[src/rtl/imem_loader.sv]
`default_nettype none
// ============================================================================
//  Module   : imem_loader
//  Function : Byte-stream program loader for the MIPS instruction memory.
//             - Accepts bytes over a valid/ready handshake.
//             - Packs them into big-endian 32-bit words.
//             - The first word is the word count N.
//             - The next N words are written to instruction memory from
//               address 0.
//             - A trailing XOR checksum word is then verified.
//             - The CPU is held in reset until a load completes cleanly.
//  Revision : 1.0  initial release
// ============================================================================
module imem_loader #(
  parameter int DEPTH_WORDS = 256,
  parameter int CW          = $clog2(DEPTH_WORDS + 1)
) (
  input  logic          clk,
  input  logic          reset,        // asynchronous, active-low
  input  logic          start,
  input  logic          in_valid,
  input  logic [7:0]    in_data,
  output logic          in_ready,
  output logic          instwen,
  output logic [31:0]   instrdatain,
  output logic [31:0]   addwrite,
  output logic          cpu_reset,
  output logic          busy,
  output logic          done,
  output logic          err,
  output logic [CW-1:0] words_loaded
);

  // Load sequencer states
  localparam logic [2:0] ST_IDLE  = 3'd0;
  localparam logic [2:0] ST_COUNT = 3'd1;
  localparam logic [2:0] ST_DATA  = 3'd2;
  localparam logic [2:0] ST_CHECK = 3'd3;
  localparam logic [2:0] ST_DONE  = 3'd4;
  localparam logic [2:0] ST_ERR   = 3'd5;

  // Largest legal count, widened so the full 32-bit count word is compared
  localparam logic [31:0] DEPTH_W = 32'(DEPTH_WORDS);
  // Zero padding above the word index inside the byte address
  localparam int          AW_PAD  = 32 - CW - 2;

  // Registered state
  logic [2:0]    state_q,       state_d;
  logic [1:0]    byte_cnt_q,    byte_cnt_d;
  logic [23:0]   word_buf_q,    word_buf_d;     // first three bytes of a word
  logic [CW-1:0] n_q,           n_d;            // latched word count
  logic [31:0]   csum_q,        csum_d;         // running XOR of data words
  logic [CW-1:0] words_q,       words_d;        // data words written so far
  logic          instwen_q,     instwen_d;
  logic [31:0]   instrdatain_q, instrdatain_d;
  logic [31:0]   addwrite_q,    addwrite_d;

  // Combinational helpers
  logic          w_active;      // a load is in progress and bytes are taken
  logic          w_accept;      // a byte is transferred this cycle
  logic          w_word_done;   // this byte completes a 32-bit word
  logic [31:0]   w_word;        // the completed word (valid with w_word_done)
  logic [CW-1:0] w_words_inc;

  assign w_active    = (state_q == ST_COUNT) || (state_q == ST_DATA) ||
                       (state_q == ST_CHECK);
  assign w_accept    = in_valid && w_active;
  assign w_word_done = w_accept && (byte_cnt_q == 2'd3);
  assign w_word      = {word_buf_q, in_data};
  assign w_words_inc = words_q + CW'(1);

  // Next-state logic: byte assembly, sequencing, memory-write generation
  always_comb begin
    state_d       = state_q;
    byte_cnt_d    = byte_cnt_q;
    word_buf_d    = word_buf_q;
    n_d           = n_q;
    csum_d        = csum_q;
    words_d       = words_q;
    instwen_d     = 1'b0;            // write strobe is a single-cycle pulse
    instrdatain_d = instrdatain_q;   // data/address hold until the next write
    addwrite_d    = addwrite_q;

    // Bytes shift in from the right, so the first byte of a word ends up
    // in the most significant lane when the fourth byte arrives.
    if (w_accept) begin
      byte_cnt_d = byte_cnt_q + 2'd1;
      word_buf_d = {word_buf_q[15:0], in_data};
    end

    case (state_q)
      ST_IDLE, ST_DONE, ST_ERR: begin
        if (start) begin
          state_d    = ST_COUNT;
          byte_cnt_d = 2'd0;
          words_d    = '0;
          csum_d     = '0;
        end
      end

      ST_COUNT: begin
        if (w_word_done) begin
          if ((w_word == 32'd0) || (w_word > DEPTH_W)) begin
            state_d = ST_ERR;
          end else begin
            n_d     = w_word[CW-1:0];
            state_d = ST_DATA;
          end
        end
      end

      ST_DATA: begin
        if (w_word_done) begin
          instwen_d     = 1'b1;
          instrdatain_d = w_word;
          addwrite_d    = {{AW_PAD{1'b0}}, words_q, 2'b00};
          csum_d        = csum_q ^ w_word;
          words_d       = w_words_inc;
          if (w_words_inc == n_q) begin
            state_d = ST_CHECK;
          end
        end
      end

      ST_CHECK: begin
        // The checksum word is compared only and never written to memory
        if (w_word_done) begin
          state_d = (w_word == csum_q) ? ST_DONE : ST_ERR;
        end
      end

      default: begin
        state_d = ST_IDLE;
      end
    endcase
  end

  // State registers; reset aborts any load in progress and drops the partial word
  always_ff @(posedge clk or negedge reset) begin
    if (!reset) begin
      state_q       <= ST_IDLE;
      byte_cnt_q    <= 2'd0;
      word_buf_q    <= '0;
      n_q           <= '0;
      csum_q        <= '0;
      words_q       <= '0;
      instwen_q     <= 1'b0;
      instrdatain_q <= '0;
      addwrite_q    <= '0;
    end else begin
      state_q       <= state_d;
      byte_cnt_q    <= byte_cnt_d;
      word_buf_q    <= word_buf_d;
      n_q           <= n_d;
      csum_q        <= csum_d;
      words_q       <= words_d;
      instwen_q     <= instwen_d;
      instrdatain_q <= instrdatain_d;
      addwrite_q    <= addwrite_d;
    end
  end

  // Status outputs decode directly from the registered state. The CPU is
  // released only after a clean load.
  assign in_ready     = w_active;
  assign busy         = w_active;
  assign done         = (state_q == ST_DONE);
  assign err          = (state_q == ST_ERR);
  assign cpu_reset    = (state_q != ST_DONE);
  assign instwen      = instwen_q;
  assign instrdatain  = instrdatain_q;
  assign addwrite     = addwrite_q;
  assign words_loaded = words_q;

endmodule
`default_nettype wire

[config.mk]
export PLATFORM = sky130hd
export DESIGN_NAME = imem_loader
export DESIGN_NICKNAME = d
export VERILOG_FILES = /design/src/rtl/imem_loader.sv
export SDC_FILE = /design/constraint.sdc
export NUM_CORES = 1
export LEC_CHECK = 0
export CORE_MARGIN = 2
export CORE_UTILIZATION = 54
export DETAILED_ROUTE_END_ITERATION = 16
export GPL_TIMING_DRIVEN = 0
export PLACE_DENSITY_LB_ADDON = 0.25
export SLEW_MARGIN = 0
export SYNTH_ARGS = -nofsm -noshare
export SYNTH_HDL_FRONTEND = slang
export SYNTH_SLANG_ARGS = --single-unit
export TNS_END_PERCENT = 30
[constraint.sdc]
create_clock -name clk -period 2.2 [get_ports clk]
set_input_delay 0.55 -clock clk [delete_from_list [all_inputs] [get_ports clk]]
set_output_delay 0.55 -clock clk [all_outputs]
set_load 0.005 [all_outputs]
==> out/qor.yml <==
run_status:
  outcome: "completed"
routing:
  drt-wirelength-per-cell_um: 17.6
  drc_errors: 0
  num_vias: 5117
  dr.pass1.iters: 5
  viasPerCell: 5.64
  ant_nets: 0
  drtIter0Drc: 457
  postRouteWirelength_mm: 15.9
power_and_ir_drop:
  p_leak_uw: 0.00353
  p_per_area_mw_per_mm2: 872
  peakVddDrop_uv: 862
synthesis:
  ys_ff_latch: 121
  synth_cell_type_count: 41
  ys_seq_area_frac: 0.515
  yosysTopAreaCell: "dfrtp_1"
  synth_edf_count: 0
  syn_area_mm2: 0.00588
  syn_inst: 640
  synth_top_area_frac: 0.515
  ys.flop_type: "dfrtp_1"
  synth_area_leaders: "dfrtp_1, nand2_1, o21ai_0"
  ys.warnings.count: 0
  synth.avg_cell_area_um2: 9.19
  synthArstFlopShare: 1.00
timing:
  fmax_ghz: 0.463
  max-slew-margin-rel: 0.536
  finalCriticalPeriod_ns: 2.16
  hold_violations: 0
  fin_crit_sh: 0.981
  hold_ws_ns: 0.432
  slew_violations: 0
  clock_skew_ns: 0.00810
  tns_ns: 0
  finalSetupViolCount: 0
  worst_pin_slew_ns: 0.696
critical_path:
  cp_max_fo: 10
  cp.required_ns: 2.62
  crit_path_end_kind: "register"
  crit_type: "reg2reg"
  crit_arrival_ns: 2.58
  r2r_slack_ns: 0.04
  startpoint_type: "register"
die:
  pin_count: 91
  die_y_um: 108
  die-area_mm2: 0.0117
  die_x_um: 108
  rows: 38
  core_mm2: 0.0107
  initial_utilization: 0.547
clocking:
  clk_latency_ns: 0.55
  cts-root-buf: "clkbuf_8"
  clkTransAtPathRegs_ns: 0.06
  cts_buffers: 17
  cts_buffer_depth: 2
  numClockSinks: 121
  htreeDepth: 4
  cts_tree: "done"
global_routing:
  grt_start_max_net_pins: 82
  grt_use_total: 0.290
  overflow: 0
  grt_pass1_vias: 4974
  antenna_found_initial: 0
  grt_pass1_wl_mm: 25.6
placed_design:
  numPortBuffers: 67
  dp_hpwl_mm: 10.7
  gp_congestion: 0.904
layout:
  drive_gt1_frac: 0.158
  fill_cells: 835
  area_delta_synth_final_pct: 28.5
  diodes: 0
  nets: 769
run:
  maxCapViolations: 0
min_path:
  hold_class: "in2reg"
final timing paths:
kind / start / end / cells past startpoint
worst max-delay path: word_buf_q[7] / n_q[3] / 6
worst min-delay path: in_data[7] / instrdatain[7] / 3
worst max register to register: word_buf_q[7] / n_q[3] / 6
worst min register to register: addwrite[3] / addwrite[3] / 2
max in group asynchronous: reset / word_buf_q[12] / 3
min in group asynchronous: reset / addwrite[6] / 2
flip-flops by register name, indices dropped and copies added, names as in the netlist:
signal,cells
csum_q,32
instrdatain,32
word_buf_q,24
addwrite,9
n_q,9
words_loaded,9
state_q,3
byte_cnt_q,2
instwen,1
metal layers:
layer,vias to the layer above,share of wire,wire length (um),GRT usage
met5,-,0,0,0
met4,0,0.019,301,0.110
met3,28,0.081,1290,0.0729
met2,259,0.48,7690,0.457
met1,2482,0.42,6650,0.389
li1,2348,-,-,-
cells by family after synthesis:
kind of cell / share of synthesized area
compound gates: 0.110
buf+inv: 0.0621
xor+xnor: 0.0268
other cells: 0.000638
fa+ha+maj: 0.00426
simple gates: 0.222
flops: 0.515
mux: 0.0592
layout by cell type (no fill, tap or decap), types with 5 or more instances in the layout:
master / count
nand2_1: 142
dfrtp_1: 117
o21ai_0: 90
clkdlybuf4s50_1: 55
nand2b_1: 49
nor2_1: 47
buf_4: 32
conb_1: 23
mux2_2: 22
inv_1: 16
clkbuf_1: 16
clkbuf_16: 16
xnor2_1: 14
clkinvlp_4: 9
nand3_1: 8
nand4_1: 8
nor4_1: 6
mux2_4: 6
o2111ai_1: 6
dlygate4sd2_1: 6
and2_1: 5
a21oi_1: 5
buf_2: 5
synthesized netlist by cell type, types with 3 or more instances:
master	count
inv_1	16
nand2b_1	50
nand4_1	8
buf_4	24
nand2_1	142
mux2_4	6
o21ai_0	90
buf_2	7
and2_1	5
dfrtp_1	121
nor4_1	12
nor3_1	3
nor2_1	47
a21oi_1	5
mux2_2	22
xor2_1	4
o2111ai_1	6
o31ai_1	4
clkbuf_1	20
xnor2_1	14
nand3_1	9
critical path, cell delays in order (launching register included):
cell and delay (ns):
dfrtp_1 0.51, nor4_2 0.36, nand2_1 0.18, a211oi_4 0.31, nand3_2 0.17, buf_6 0.19
mux2_4 0.30
where the power goes:
part           switching, uW  total, uW  internal [uW]
registers                456       2900           2450
logic                    550       1050            502
clock network           1070       2630           1560
area by class of cell:
class                      count  area (um2)  share of cell area
clock buffer                  19         442              0.0585
tap                          140         175              0.0232
clock inverter                13         121              0.0161
buffer                        51         310              0.0411
multi-input combinational    472        2660               0.352
inverter                      17        67.6             0.00895
sequential                   121        3030               0.402
timing repair buffer          75         744              0.0986
per-stage QoR:
| step | setup WS (ns) | cells | area, um2 | utilization | power [uW] |
|---|---|---|---|---|---|
| after floorplan | 0.182 | 662 | 5960 | - | 3390 |
| after CTS | 0.00103 | 907 | 7490 | 0.697 | 6500 |
| final | 0.0421 | 908 | 7550 | 0.703 | 6590 |
| after global routing | -0.00209 | 908 | 7550 | 0.703 | 6820 |
| after global placement | -4.00 | 869 | 6810 | 0.634 | 3800 |
| after detailed placement | -0.840 | 870 | 6840 | 0.636 | 3840 |
what timing repair did:
action,4_1_cts,5_1_grt
gates resized for setup,22,20
pin swaps,1,0
hold endpoints to repair,40,0
buffers inserted,4,2
endpoints found under the setup margin,31,85
hold buffers,1,0
(Power assumes the default switching activity.)
